===== src/rtl/sync_pkg.sv =====
// Shared types, default timing constants and the round-robin search used by
// the detector trigger scheduler and other shared-resource arbiters.
package sync_pkg;

    typedef enum logic [1:0] {
        IDLE     = 2'd0,
        FIRE     = 2'd1,
        WAIT_RDY = 2'd2
    } state_t;

    localparam int PULSE_CYCLES_DEF  = 32'd20;
    localparam int GUARD_CYCLES_DEF  = 32'd200;
    localparam int READY_TIMEOUT_DEF = 32'd40000;
    localparam int MAX_REQ           = 32'd8;

    typedef struct packed {
        logic       valid;
        logic [2:0] id;
    } rr_result_t;

    // First set bit at or above ptr, wrapping modulo n_req.
    function automatic rr_result_t rr_pick(input logic [MAX_REQ-1:0] pend,
                                           input logic [2:0]         ptr,
                                           input int                 n_req);
        rr_result_t res;
        int         idx;
        res.valid = 1'b0;
        res.id    = 3'd0;
        for (int k = 0; k < MAX_REQ; k++) begin
            idx = int'(ptr) + k;
            if (idx >= n_req) begin
                idx = idx - n_req;
            end else begin
                idx = idx;
            end
            if ((k < n_req) && !res.valid && pend[idx[2:0]]) begin
                res.valid = 1'b1;
                res.id    = idx[2:0];
            end else begin
                res = res;
            end
        end
        return res;
    endfunction

endpackage


===== src/rtl/rr_arbiter.sv =====
// Combinational round-robin winner selection over a pending vector.
module rr_arbiter
    import sync_pkg::*;
#(
    parameter int N_REQ = 32'd4
) (
    input  logic [N_REQ-1:0]         pending,
    input  logic [$clog2(N_REQ)-1:0] ptr,
    output logic                     win_valid,
    output logic [$clog2(N_REQ)-1:0] win_id
);

    rr_result_t w_res;

    assign w_res     = rr_pick(MAX_REQ'(pending), 3'(ptr), N_REQ);
    assign win_valid = w_res.valid;
    assign win_id    = ($clog2(N_REQ))'(w_res.id);

endmodule


===== src/rtl/trigger_scheduler.sv =====
// Shares one detector trigger line between N_REQ requesters: round-robin
// grants inside a settled fast-gate window, then a busy hold until ready/timeout.
module trigger_scheduler
    import sync_pkg::*;
#(
    parameter int N_REQ         = 32'd4,
    parameter int PULSE_CYCLES  = PULSE_CYCLES_DEF,
    parameter int GUARD_CYCLES  = GUARD_CYCLES_DEF,
    parameter int READY_TIMEOUT = READY_TIMEOUT_DEF,
    parameter int CNT_W         = 32'd16
) (
    input  logic                     clock,
    input  logic                     reset_n,
    input  logic                     enable,
    input  logic [N_REQ-1:0]         req,
    input  logic                     fg_signal,
    input  logic                     detector_ready,
    input  logic                     clear,
    output logic                     output_trigger,
    output logic                     grant_valid,
    output logic [$clog2(N_REQ)-1:0] grant_id,
    output logic                     busy,
    output logic [N_REQ-1:0]         pending,
    output logic                     timeout_flag,
    output logic [7:0]               overflow_count
);

    localparam int ID_W = $clog2(N_REQ);

    logic             r_fg_meta, r_fg_s;
    logic             r_rdy_meta, r_rdy_s, r_rdy_d;
    logic [CNT_W-1:0] r_guard, r_cnt;
    logic [N_REQ-1:0] r_pending;
    logic [7:0]       r_ovf;
    logic             r_timeout, r_trig, r_busy, r_grant_valid;
    logic [ID_W-1:0]  r_ptr, r_grant_id;
    state_t           r_state;

    logic             w_gate_ok, w_rdy_rise, w_win_valid, w_grant, w_timeout_hit;
    logic [ID_W-1:0]  w_win_id, w_ptr_nxt;
    logic [N_REQ-1:0] w_grant_mask;
    logic [3:0]       w_drop_cnt;
    logic [8:0]       w_ovf_sum;
    logic [CNT_W-1:0] w_cnt_nxt;
    state_t           w_state_nxt;

    assign w_gate_ok  = r_fg_s && (r_guard == CNT_W'(GUARD_CYCLES));
    assign w_rdy_rise = r_rdy_s && !r_rdy_d;

    rr_arbiter #(.N_REQ(N_REQ)) u_arb (
        .pending   (r_pending),
        .ptr       (r_ptr),
        .win_valid (w_win_valid),
        .win_id    (w_win_id)
    );

    assign w_grant_mask = w_grant ? (N_REQ'(1'b1) << w_win_id) : {N_REQ{1'b0}};
    assign w_ptr_nxt    = (w_win_id == ID_W'(N_REQ - 32'd1)) ? {ID_W{1'b0}}
                                                             : w_win_id + ID_W'(1'b1);

    // Next-state and counter logic; the pulse always runs to completion.
    always_comb begin
        w_state_nxt   = r_state;
        w_cnt_nxt     = r_cnt;
        w_grant       = 1'b0;
        w_timeout_hit = 1'b0;
        case (r_state)
            IDLE: begin
                if (enable && w_gate_ok && w_win_valid) begin
                    w_state_nxt = FIRE;
                    w_cnt_nxt   = {CNT_W{1'b0}};
                    w_grant     = 1'b1;
                end else begin
                    w_state_nxt = IDLE;
                end
            end
            FIRE: begin
                if (r_cnt == CNT_W'(PULSE_CYCLES - 32'd1)) begin
                    w_state_nxt = WAIT_RDY;
                    w_cnt_nxt   = {CNT_W{1'b0}};
                end else begin
                    w_cnt_nxt = r_cnt + CNT_W'(1'b1);
                end
            end
            WAIT_RDY: begin
                if (w_rdy_rise) begin
                    w_state_nxt = IDLE;
                    w_cnt_nxt   = {CNT_W{1'b0}};
                end else if (r_cnt == CNT_W'(READY_TIMEOUT - 32'd1)) begin
                    w_state_nxt   = IDLE;
                    w_cnt_nxt     = {CNT_W{1'b0}};
                    w_timeout_hit = 1'b1;
                end else begin
                    w_cnt_nxt = r_cnt + CNT_W'(1'b1);
                end
            end
            default: begin
                w_state_nxt = IDLE;
                w_cnt_nxt   = {CNT_W{1'b0}};
            end
        endcase
    end

    // Requests dropped because that requester is still waiting (not the one being served).
    always_comb begin
        w_drop_cnt = 4'd0;
        for (int i = 0; i < N_REQ; i++) begin
            if (req[i] && r_pending[i] && !w_grant_mask[i]) begin
                w_drop_cnt = w_drop_cnt + 4'd1;
            end else begin
                w_drop_cnt = w_drop_cnt;
            end
        end
        w_ovf_sum = {1'b0, r_ovf} + {5'd0, w_drop_cnt};
    end

    // Input synchronizers and fast-gate guard counter.
    always_ff @(posedge clock or negedge reset_n) begin
        if (!reset_n) begin
            r_fg_meta  <= 1'b0;
            r_fg_s     <= 1'b0;
            r_rdy_meta <= 1'b0;
            r_rdy_s    <= 1'b0;
            r_rdy_d    <= 1'b0;
            r_guard    <= {CNT_W{1'b0}};
        end else begin
            r_fg_meta  <= fg_signal;
            r_fg_s     <= r_fg_meta;
            r_rdy_meta <= detector_ready;
            r_rdy_s    <= r_rdy_meta;
            r_rdy_d    <= r_rdy_s;
            if (!r_fg_s) begin
                r_guard <= {CNT_W{1'b0}};
            end else if (r_guard != CNT_W'(GUARD_CYCLES)) begin
                r_guard <= r_guard + CNT_W'(1'b1);
            end else begin
                r_guard <= r_guard;
            end
        end
    end

    // Pending latch, overflow counter and sticky timeout flag (timeout beats clear).
    always_ff @(posedge clock or negedge reset_n) begin
        if (!reset_n) begin
            r_pending <= {N_REQ{1'b0}};
            r_ovf     <= 8'd0;
            r_timeout <= 1'b0;
        end else begin
            r_pending <= (r_pending & ~w_grant_mask) | req;
            if (clear) begin
                r_ovf <= 8'd0;
            end else if (w_ovf_sum > 9'd255) begin
                r_ovf <= 8'd255;
            end else begin
                r_ovf <= w_ovf_sum[7:0];
            end
            if (w_timeout_hit) begin
                r_timeout <= 1'b1;
            end else if (clear) begin
                r_timeout <= 1'b0;
            end else begin
                r_timeout <= r_timeout;
            end
        end
    end

    // FSM state, grant bookkeeping and registered outputs.
    always_ff @(posedge clock or negedge reset_n) begin
        if (!reset_n) begin
            r_state       <= IDLE;
            r_cnt         <= {CNT_W{1'b0}};
            r_trig        <= 1'b0;
            r_busy        <= 1'b0;
            r_grant_valid <= 1'b0;
            r_grant_id    <= {ID_W{1'b0}};
            r_ptr         <= {ID_W{1'b0}};
        end else begin
            r_state       <= w_state_nxt;
            r_cnt         <= w_cnt_nxt;
            r_trig        <= (w_state_nxt == FIRE);
            r_busy        <= (w_state_nxt != IDLE);
            r_grant_valid <= w_grant;
            if (w_grant) begin
                r_grant_id <= w_win_id;
                r_ptr      <= w_ptr_nxt;
            end else begin
                r_grant_id <= r_grant_id;
                r_ptr      <= r_ptr;
            end
        end
    end

    assign output_trigger = r_trig;
    assign grant_valid    = r_grant_valid;
    assign grant_id       = r_grant_id;
    assign busy           = r_busy;
    assign pending        = r_pending;
    assign timeout_flag   = r_timeout;
    assign overflow_count = r_ovf;

endmodule

===== config.mk =====
export PLATFORM = sky130hd
export DESIGN_NAME = trigger_scheduler
export DESIGN_NICKNAME = d
export VERILOG_FILES = /design/src/rtl/sync_pkg.sv /design/src/rtl/rr_arbiter.sv /design/src/rtl/trigger_scheduler.sv
export SDC_FILE = /design/constraint.sdc
export NUM_CORES = 1
export LEC_CHECK = 0
export ABC_AREA = 0
export CAP_MARGIN = 25
export CORE_MARGIN = 3
export CORE_UTILIZATION = 55
export DETAILED_ROUTE_END_ITERATION = 8
export GPL_ROUTABILITY_DRIVEN = 0
export PLACE_DENSITY = 0.8
export SYNTH_ARGS = -nofsm -noshare
export SYNTH_HDL_FRONTEND = slang
export SYNTH_SLANG_ARGS = --single-unit

===== constraint.sdc =====
create_clock -name clock -period 6.4 [get_ports clock]
set_input_delay 0.96 -clock clock [delete_from_list [all_inputs] [get_ports clock]]
set_output_delay 0.96 -clock clock [all_outputs]
set_load 0.01 [all_outputs]

==> flow_metrics.py <==
metrics = {
    "power_and_ir_drop": {
        "share_comb_of_total_power_pct": 14.4,
        "seq_power_share_pct": 45.9,
        "worst_ir_drop_on_vdd_uv": 168,
        "cell_internal_pwr_uw": 653,
        "powerDensity_mw_per_mm2": 231,
        "netSwitchingPower_uw": 231,
        "power.clock.fraction_pct": 39.7,
        "p_leak_nw": 1.66,
        "switching_share_pct": 26.1,
        "finalPower_uw": 884,
    },
    "drt": {
        "detail_route.wirelength_um": 6590,
        "vias": 2563,
        "drc_errors": 0,
        "drt-pass1-iter-count": 6,
        "drt-initial-drc-count": 95,
        "drt-wirelength-per-cell_um": 15.0,
        "vias_per_cell": 5.83,
        "routed_antenna_nets": 0,
    },
    "clock_network": {
        "cts_tree": "done",
        "tritoncts.num_buffers": 9,
        "worst_skew_pair.late_latency_ns": 0.34,
        "clock_tree.buffer_depth": 2,
        "clk_transition_reported_paths_ns": 0.07,
        "cts_setup_buffers": 0,
        "clock_sinks": 59,
        "clock-root-buffer": "clkbuf_8",
        "clock_tree.htree_level_count": 3,
        "cts_resized": 0,
        "cts.hold.buffers_added": 0,
    },
    "die": {
        "fp.dieH_um": 83.4,
        "die_area_sq_mm": 0.00696,
        "core_area_sq_mm": 0.00564,
        "die_w_um": 83.4,
        "starting_density_of_the_core_pct": 58.4,
        "io-pin-count": 28,
        "num_rows": 27,
    },
    "layout": {
        "final-seq-area_sq_mm": 0.00148,
        "postLayoutCoreUtil_pct": 67.8,
        "antenna_cells_inserted": 0,
        "drive_gt1_share_pct": 10.6,
        "postLayoutCellArea_sq_mm": 0.00382,
        "nets": 393,
        "fill_cells": 449,
        "final_standard_cell_count_with_taps_included_and_fillers_excluded": 440,
        "total_area_of_multi_input_combinational_cells_sq_mm": 0.00170,
        "area_growth_syn_to_layout_pct": 16.0,
    },
    "timing": {
        "grt_setup_unrepaired": "no",
        "final.period_utilization_pct": 77.6,
        "setup_viol": 0,
        "fin_worst_hold_slack_ns": 0.350,
        "setup_total_negative_slack_ns": 0,
        "final-max-slew-violation-count": 0,
        "tightest_slew_ns": 0.730,
        "worst_slack_ns": 1.44,
        "worst_clock_skew_ns": 0.0131,
        "period_minus_slack_ns": 4.96,
        "worst_slew_margin_rel_pct": 51.3,
        "number_of_hold_violations_in_the_final_report": 0,
        "max_freq_ghz": 0.201,
    },
    "synthesis": {
        "post_synth_and_or_nand_nor_area_fraction_pct": 22.7,
        "synth_fp_nets": 362,
        "yosysWarningCount": 0,
        "synth_mux_area_share_pct": 1.94,
        "synth-main-ff-cell": "dfrtp_1",
        "synth_cell_types": 59,
        "synth-seq-area-share_pct": 44.8,
        "post_synth_xor_area_fraction_pct": 4.25,
        "ys_ff_latch": 59,
        "async_reset_ff_share_pct": 100,
        "synthAdderAreaFrac_pct": 7.44,
        "synth-compound-area-share_pct": 15.1,
        "synth_top_family_by_area": "simple AND/OR/NAND/NOR gates",
        "synth_enable_flop_cells": 0,
        "syn-mean-instance-area_sq_um": 9.90,
        "mappedNetlistArea_sq_mm": 0.00330,
        "synthCells": 333,
    },
    "flow_run": {
        "max_cap_viol_count": 0,
    },
    "worst_setup_path": {
        "data_arrival_at_the_endpoint_of_the_critical_path_ns": 5.18,
        "timing.critical_path.to_type": "flop",
        "cp.required_ns": 6.61,
        "timing.critical_path.fanout_max": 11,
        "cp-start-kind": "flop",
        "worst-setup-path-type": "flop to flop",
    },
    "global_route": {
        "track_usage_pct": 19.9,
        "first_global_vias": 2498,
        "pin_count_of_the_biggest_net_entering_global_routing": 60,
        "grt_antenna_before_repair": 0,
        "grt_first_pass_wirelength_um": 11300,
        "globalRoute.totalOverflow": 0,
    },
    "place": {
        "dpl-instance-area_sq_mm": 0.00362,
        "preCtsSetupSlack_ns": 1.20,
        "dp_hpwl_um": 4390,
        "placed_cells": 425,
        "place.port_buffers": 27,
    },
    "worst_hold_path": {
        "min-delay-path-class": "flop to flop",
    },
    "outcome": {
        "run_status": "complete, no violations",
    },
}
-- critical path, stage by stage, from the launching register on --
cell      delay [ns]
dfrtp_1         0.43
inv_1           0.08
ha_1            0.14
nor4b_1         0.25
and4_1          0.40
and3_1          0.44
a21boi_0        0.24
and2_1          0.22
ha_1            0.32
xor2_1          0.25
ha_1            0.28
mux2_2          0.29
fa_1            0.43
a21o_1          0.20
a21oi_1         0.39
or2_2           0.22
and4_1          0.19
nor3_1          0.05
-- placed cells by master, fill, tap and decap left out, drive strengths merged, types with 3 or more instances in the layout --
cell,synthesis,final
and2,16,16
mux2i,3,3
o21a,5,5
nor2b,3,3
nand2,29,29
or3,5,5
mux2,3,3
or2,5,5
o21ai,8,8
xnor2,9,9
a21oi,12,12
nor4b,3,3
nand4,6,6
and4,3,3
nand2b,3,3
and3,7,7
nor2,18,18
o22ai,3,3
or4,7,7
nand3,12,12
a21boi,7,7
a21o,6,6
dfrtp,59,59
ha,18,18
inv,20,20
buf,3,3
xor2,7,7
nor3,7,7
o311ai,3,3
clkbuf,6,11
a22oi,4,4
a22o,5,5
clkdlybuf4s50,0,26
-- Yosys cell counts, types with 3 or more instances --
cell type | number | area (sq um)
and2_1 | 16 | 100
a22o_2 | 4 | 40.0
nor2b_1 | 3 | 18.8
dfrtp_1 | 59 | 1480
or3_1 | 5 | 31.3
nor3_1 | 7 | 35.0
or4_1 | 6 | 45.0
nor4b_1 | 3 | 26.3
nand3_1 | 12 | 60.1
clkbuf_1 | 6 | 22.5
ha_1 | 18 | 225
xnor2_1 | 9 | 78.8
nand4_1 | 6 | 37.5
nand2b_1 | 3 | 18.8
or2_2 | 5 | 31.3
a22oi_1 | 4 | 30.0
nand2_1 | 29 | 109
o21a_1 | 5 | 37.5
mux2_2 | 3 | 33.8
o311ai_0 | 3 | 26.3
xor2_1 | 7 | 61.3
a21o_1 | 4 | 30.0
a21boi_0 | 6 | 45.0
mux2i_1 | 3 | 30.0
o22ai_1 | 3 | 18.8
inv_1 | 20 | 75.1
and3_1 | 6 | 37.5
nor2_1 | 18 | 67.6
a21oi_1 | 12 | 60.1
and4_1 | 3 | 26.3
o21ai_0 | 8 | 40.0
-- power groups by stage --
stage          combinational, mW  clock [mW]  sequential, mW
4_1_cts                    0.129       0.352           0.405
3_5_place_dp               0.129           0           0.413
2_1_floorplan             0.0688           0           0.416
6_report                   0.128       0.351           0.406
5_1_grt                    0.145       0.372           0.409
3_3_place_gp               0.125           0           0.412
-- final cells by class --
cell class	instances	area share [%]
flip-flops and latches	59	38.6
clock buffers	11	3.96
inverters	20	1.96
well taps	72	2.36
multi-input cells	245	44.5
repair buffers	29	7.33
clock inverters	4	1.31
-- metal layers --
| layer | vias up | part of all wire, % | global-route usage, % |
|---|---|---|---|
| met1 | 1237 | 46 | 25.0 |
| li1 | 1253 | - | - |
| met2 | 61 | 49 | 33.1 |
| met4 | 0 | 1.6 | 7.31 |
| met5 | - | 0 | 0 |
| met3 | 12 | 4.3 | 5.06 |
-- flip-flops by register name, summed over array words and instances (netlist names) --
name / count
timeout_flag: 1
busy: 1
output_trigger: 1
r_guard: 16
r_cnt: 16
r_fg_meta: 1
r_rdy_d: 1
r_rdy_s: 1
r_state: 2
pending: 4
grant_id: 2
overflow_count: 8
r_rdy_meta: 1
r_fg_s: 1
r_ptr: 2
grant_valid: 1
-- final timing paths --
| path | cells past startpoint | start | slack [ns] | endpoint |
|---|---|---|---|---|
| min | 0 | r_fg_meta | 0.35 | r_fg_s |
| max reg2reg | 17 | r_guard[0] | 1.44 | overflow_count[5] |
| max in group asynchronous | 2 | reset_n | 5.15 | grant_id[1] |
| min reg2reg | 0 | r_fg_meta | 0.35 | r_fg_s |
| min in group asynchronous | 2 | reset_n | 0.75 | r_guard[11] |
| max | 17 | r_guard[0] | 1.44 | overflow_count[5] |
-- kinds of logic (layout without fill, tap and decap cells) --
logic type,count (synthesis),after routing
simple gates,134,134
compound gates,69,69
flops,59,59
buf+inv,29,64
fa+ha+maj,19,19
xor+xnor,16,16
mux,6,6
other cells,1,1
No activity file was read; power rests on OpenSTA's default activity.
